===== config.mk =====
export PLATFORM = sky130hd
export DESIGN_NAME = pulse_capture
export DESIGN_NICKNAME = d
export VERILOG_FILES = /design/src/rtl/pulse_capture_pkg.sv /design/src/rtl/pulse_capture_sync_edge.sv /design/src/rtl/pulse_capture.sv
export SDC_FILE = /design/constraint.sdc
export NUM_CORES = 1
export LEC_CHECK = 0
export ABC_AREA = 0
export ABC_CLOCK_PERIOD_IN_PS = 4500
export BUFFER_PORTS_ARGS = -buffer_cell sky130_fd_sc_hd__buf_4
export CAP_MARGIN = 20
export CORE_MARGIN = 4
export CORE_UTILIZATION = 52
export CTS_CLUSTER_SIZE = 40
export DETAILED_ROUTE_END_ITERATION = 8
export GPL_ROUTABILITY_DRIVEN = 0
export PLACE_DENSITY_LB_ADDON = 0.15
export SLEW_MARGIN = 20
export SYNTH_ARGS = -nofsm -noshare
export SYNTH_HDL_FRONTEND = slang
export SYNTH_SLANG_ARGS = --single-unit

===== constraint.sdc =====
create_clock -name clk -period 4.5 [get_ports clk]
set_clock_uncertainty 0.2 [all_clocks]
set_input_delay 0.9 -clock clk [delete_from_list [all_inputs] [get_ports clk]]
set_output_delay 0.9 -clock clk [all_outputs]
set_load 0.01 [all_outputs]

===== src/rtl/pulse_capture_pkg.sv =====
// Shared definitions for the pulse capture block: FSM encoding and the
// smallest parameter values the logic is built to handle.
package pulse_capture_pkg;

  typedef enum logic {
    IDLE    = 1'b0,
    MEASURE = 1'b1
  } state_t;

  localparam int MIN_COUNTER_SIZE = 4;
  localparam int MIN_SYNC_STAGES  = 2;

endpackage


===== src/rtl/pulse_capture_sync_edge.sv =====
// Multi-flop synchronizer for an asynchronous pin plus a history flop that
// turns the synchronized level into single-cycle rise/fall event pulses.
module sync_edge
  import pulse_capture_pkg::*;
#(
  parameter int SYNC_STAGES = 2
) (
  input  logic clk,
  input  logic reset,
  input  logic sig_in,
  output logic sig_sync,
  output logic rise_evt,
  output logic fall_evt
);

  if (SYNC_STAGES < MIN_SYNC_STAGES) begin : g_bad_stages
    $error("sync_edge: SYNC_STAGES must be at least %0d", MIN_SYNC_STAGES);
  end

  logic [SYNC_STAGES-1:0] sync_chain;
  logic                   hist;

  always_ff @(posedge clk or posedge reset) begin
    if (reset) begin
      sync_chain <= '0;
      hist       <= 1'b0;
    end else begin
      sync_chain <= {sync_chain[SYNC_STAGES-2:0], sig_in};
      hist       <= sync_chain[SYNC_STAGES-1];
    end
  end

  // Events are combinational from the last sync stage and the history flop,
  // so each one is exactly one cycle wide.
  assign sig_sync = sync_chain[SYNC_STAGES-1];
  assign rise_evt = sig_sync & ~hist;
  assign fall_evt = ~sig_sync & hist;

endmodule


===== src/rtl/pulse_capture.sv =====
// Measures period and high time of an asynchronous input in clk cycles and
// presents each measurement through a one-entry valid/ready holding register.
module pulse_capture
  import pulse_capture_pkg::*;
#(
  parameter int COUNTER_SIZE = 32,
  parameter int SYNC_STAGES  = 2
) (
  input  logic                    clk,
  input  logic                    reset,
  input  logic                    enable,
  input  logic                    sig_in,
  input  logic                    result_ready,
  output logic                    result_valid,
  output logic [COUNTER_SIZE-1:0] period,
  output logic [COUNTER_SIZE-1:0] high_time,
  output logic                    saturated,
  output logic                    missed
);

  if (COUNTER_SIZE < MIN_COUNTER_SIZE) begin : g_bad_width
    $error("pulse_capture: COUNTER_SIZE must be at least %0d", MIN_COUNTER_SIZE);
  end

  localparam logic [COUNTER_SIZE-1:0] CNT_MAX = '1;
  localparam logic [COUNTER_SIZE-1:0] CNT_ONE = COUNTER_SIZE'(1);

  state_t                  state;
  logic [COUNTER_SIZE-1:0] cnt;
  logic [COUNTER_SIZE-1:0] high_lat;
  logic                    sat_flag;
  logic                    sig_sync;
  logic                    rise_evt;
  logic                    fall_evt;
  logic                    complete;

  sync_edge #(
    .SYNC_STAGES(SYNC_STAGES)
  ) u_sync_edge (
    .clk     (clk),
    .reset   (reset),
    .sig_in  (sig_in),
    .sig_sync(sig_sync),
    .rise_evt(rise_evt),
    .fall_evt(fall_evt)
  );

  assign complete = enable && (state == MEASURE) && rise_evt;

  always_ff @(posedge clk or posedge reset) begin
    if (reset) begin
      state    <= IDLE;
      cnt      <= '0;
      high_lat <= '0;
      sat_flag <= 1'b0;
    end else if (!enable) begin
      state    <= IDLE;
      cnt      <= '0;
      high_lat <= '0;
      sat_flag <= 1'b0;
    end else begin
      case (state)
        IDLE: begin
          if (rise_evt) begin
            cnt      <= CNT_ONE;
            sat_flag <= 1'b0;
            state    <= MEASURE;
          end
        end
        MEASURE: begin
          if (rise_evt) begin
            cnt      <= CNT_ONE;
            sat_flag <= 1'b0;
          end else begin
            // Count sticks at all-ones; the flag records that it got there.
            if (cnt != CNT_MAX) cnt <= cnt + CNT_ONE;
            if (cnt >= CNT_MAX - CNT_ONE) sat_flag <= 1'b1;
          end
          if (fall_evt) high_lat <= cnt;
        end
        default: state <= IDLE;
      endcase
    end
  end

  // Output holding register; it ignores enable so a held result survives a disable.
  always_ff @(posedge clk or posedge reset) begin
    if (reset) begin
      result_valid <= 1'b0;
      period       <= '0;
      high_time    <= '0;
      saturated    <= 1'b0;
      missed       <= 1'b0;
    end else begin
      missed <= 1'b0;
      if (complete) begin
        if (!result_valid || result_ready) begin
          result_valid <= 1'b1;
          period       <= cnt;
          high_time    <= high_lat;
          saturated    <= sat_flag;
        end else begin
          missed <= 1'b1;
        end
      end else if (result_ready) begin
        result_valid <= 1'b0;
      end
    end
  end

endmodule


==> results.md <==
* TritonCTS clock tree: done
* Worst r2r dst: cnt[12]
* Actual slew at the worst max-slew pin at around 1 ns
* Diode count at 0
* DR WL/cell at 19.2 um
* Max-slew headroom at 33.3%
* Fraction of layout cells with a size suffix above 1 at 34.2%
* Rows at 38
* Core ar. at approximately 0.011 sq mm
* Fmax at roughly 330 MHz
* Status: finished clean
* Crit path from: cnt[1]
* Die area at roughly 0.013 sq mm
* CTS HTree Levels at 4
* Final wirelength at 13000 um
* Die height at 114 um
* Syn Nets at about 470
* Global-route wire length before repair at about 22000 um
* Placed Area at ~0.0064 sq mm
* WS Path Type: reg -> reg
* Setup crit end kind: flip-flop
* Fin nets at 532
* Peak supply drop at approximately 290 uV
* Synth Warn # at 0
* First-pass DRT Iterations at 5
* Most used DFF post-synth: dfrtp_1
* CP endpoint: cnt[12]
* Min Tclk post-route at about 3.0 ns
* Setup ws final at about 1.5 ns
* Max Slew Vio Count at 0
* Reg2reg start: cnt[1]
* Hold Path Class: reg -> reg
* Number of flops mapped to enable cells by yosys at 0
* Area grow syn2layout at 21.8%
* Final Cell Area at a little over 0.007 sq mm
* Cell Area, Synth at 0.00579 sq mm
* Initial core utilization at 53.2%
* DP Worst Slack at approximately 1.4 ns
* Postcts setup bufs at 0
* Post-DRT Antenna Nets at 0
* IO Count at 72
* # setup viols final at 0
* Max Root-Sink Buffers at 2
* #FFs+latches synth at ~140
* Num CTS Buffers at 17
* Clk_lat worst skew at roughly 0.53 ns
* Maximum fanout along the worst path at 23
* Seq/Total Area, Yosys at between 50% and 60%
* Post-synthesis cell type count at 47
* CTS sink count at between 100 and 150
* Leak Pwr at about 0.0033 uW
* Slowest CP cell: and4_1
* HPWL after DPL at around 8400 um
* Gate Count Post-Synth at 459
* Power per Cell Area at 392 mW/mm^2
* Worst reg2reg setup slack at 1.51 ns
* Number of global-route vias before repair at 4067
* Fin crit share at 66.4%
* Startpoint types: flip-flop
* Pin count of the biggest net entering global routing at between 90 and 100
* Final Hold Viols at 0
* Initial antenna violation count at 0
* Unrepaired setup endpoints after global routing: false
* Cts repair resizes at 0
* # DRC at 0
* CP Cell Sequence: ha_1, inv_1, nor4_1, and4_1, buf_4, or4_1, a21oi_1
* Delay of the slowest critical-path stage at roughly 0.76 ns
* Final setup TNS at 0 ns
* Starting DRT DRC Count at approximately 370
* Worst R2R Path Depth at 7
* Layout Utilization at 64.8%
* Tightest hold margin at about 0.15 ns
* Critical Path RT at 4.66 ns
* Tot GR Track Use at a little over a fifth
* GR Overflow Total at 0
* Vias/cell at between 5 and 6
* CTS Root Cell: clkbuf_8
* Via count at between 4000 and 5000
* FFs w/ async S/R, synth at 100%
* CP arrival at ~3.2 ns
* Clk slew on worst S/H paths at ~0.06 ns
* Mean Syn Cell Area at between 10 and 15 sq um
* Maxcap violations at 0
* Hold buffers post-CTS at 0
* Fill cells at roughly 810
* DIE WIDTH at around 110 um
* Buffers added on ports at between 70 and 80
-- where the power goes --
group          internal, uW  switching [uW]
Clock                   930             519
Sequential             1230            9.36
Combinational          21.0            58.8
Total                  2180             587
-- state kept, by name, summed over array words and instances (netlist names) --
name and count:
cnt 32, high_lat 32, high_time 32, missed 1, period 32, result_valid 1, sat_flag 1, saturated 1
state 1, u_sync_edge.hist 1, u_sync_edge.sync_chain 2
-- worst max-delay path: cells and delay by family (launching register included) --
kind | cells | cell delay, ns
adder cells (fa/ha/maj) | 1 | 0.27
buffers and inverters | 2 | 0.43
flip-flops | 1 | 0.57
AO/OA/AOI/OAI | 1 | 0.07
AND/OR/NAND/NOR | 3 | 1.28
-- cell type report --
cell class | count | area (sq um) | area share, %
clock buffer | 21 | 449 | 6.37
clock inverter | 11 | 170 | 2.41
inverter | 7 | 30.0 | 0.426
multi-input combinational | 287 | 2230 | 31.6
sequential | 136 | 3400 | 48.2
tap | 140 | 175 | 2.48
timing repair buffer | 76 | 596 | 8.44
-- per-stage QoR --
step                cells  total power, uW
floorplan             459             1310
global placement      646             1340
detailed placement    646             1340
CTS                   678             2790
global route          678             2860
finish                678             2770
-- cells by family after synthesis --
kind of cell / count (synthesis) / synth area share (%)
muxes: 66 / 12.8
adders and majority gates: 2 / 0.432
DFF: 136 / 58.8
AOI/OAI and AO/OA: 100 / 12.2
xor gates and xnor gates: 1 / 0.151
buffers and inverters: 36 / 2.98
and+or+nand+nor: 118 / 12.6
-- worst min-delay path by stage --
stage / from / to / slack (ns) / cells past startpoint
floorplan: u_sync_edge.sync_chain[0] / u_sync_edge.sync_chain[1] / 0.13 / 0
global placement: u_sync_edge.sync_chain[0] / u_sync_edge.sync_chain[1] / 0.13 / 0
detailed placement: u_sync_edge.sync_chain[0] / u_sync_edge.sync_chain[1] / 0.14 / 0
CTS: u_sync_edge.sync_chain[0] / u_sync_edge.sync_chain[1] / 0.15 / 0
global route: u_sync_edge.sync_chain[0] / u_sync_edge.sync_chain[1] / 0.16 / 0
finish: u_sync_edge.sync_chain[0] / u_sync_edge.sync_chain[1] / 0.15 / 0
-- layout by cell type (no fill, tap or decap), drive strengths merged, types with 2 or more instances in the layout --
master	netlist	layout
a22o	32	32
or3	9	9
clkbuf	15	21
ha	2	2
nor3	3	3
buf	14	76
o31ai	18	18
clkinv	0	3
mux2	65	65
dfrtp	136	136
or4	19	19
o2111ai	2	2
nor2b	3	3
nand2	22	22
nand4	13	13
and2	3	3
a21oi	27	27
nand2b	2	2
bufinv	0	4
and3	2	2
and4	5	5
inv	7	7
o21ai	12	12
nor4	6	6
nand3	14	14
clkinvlp	0	4
nor2	16	16
-- per-layer routing --
| metal | track usage (%) | share of wire (%) | vias to the layer above |
|---|---|---|---|
| met5 | 0 | 0 | - |
| met4 | 6.49 | 1.6 | 0 |
| met3 | 6.31 | 6.4 | 20 |
| met2 | 30.9 | 44 | 156 |
| met1 | 32.3 | 48 | 2018 |
| li1 | - | - | 1866 |
-- synthesized netlist by cell type, types with 10 or more instances --
cell type	number	share of area, %
dfrtp_1	136	59
mux2_2	65	13
a22o_1	32	4.8
a21oi_1	27	2.3
nand2_1	22	1.4
or4_1	19	2.5
o31ai_1	18	2.3
nor2_1	16	1.0
clkbuf_1	15	0.97
nand3_1	13	1.1
nand4_1	10	1.1
(Power assumes the default switching activity.)
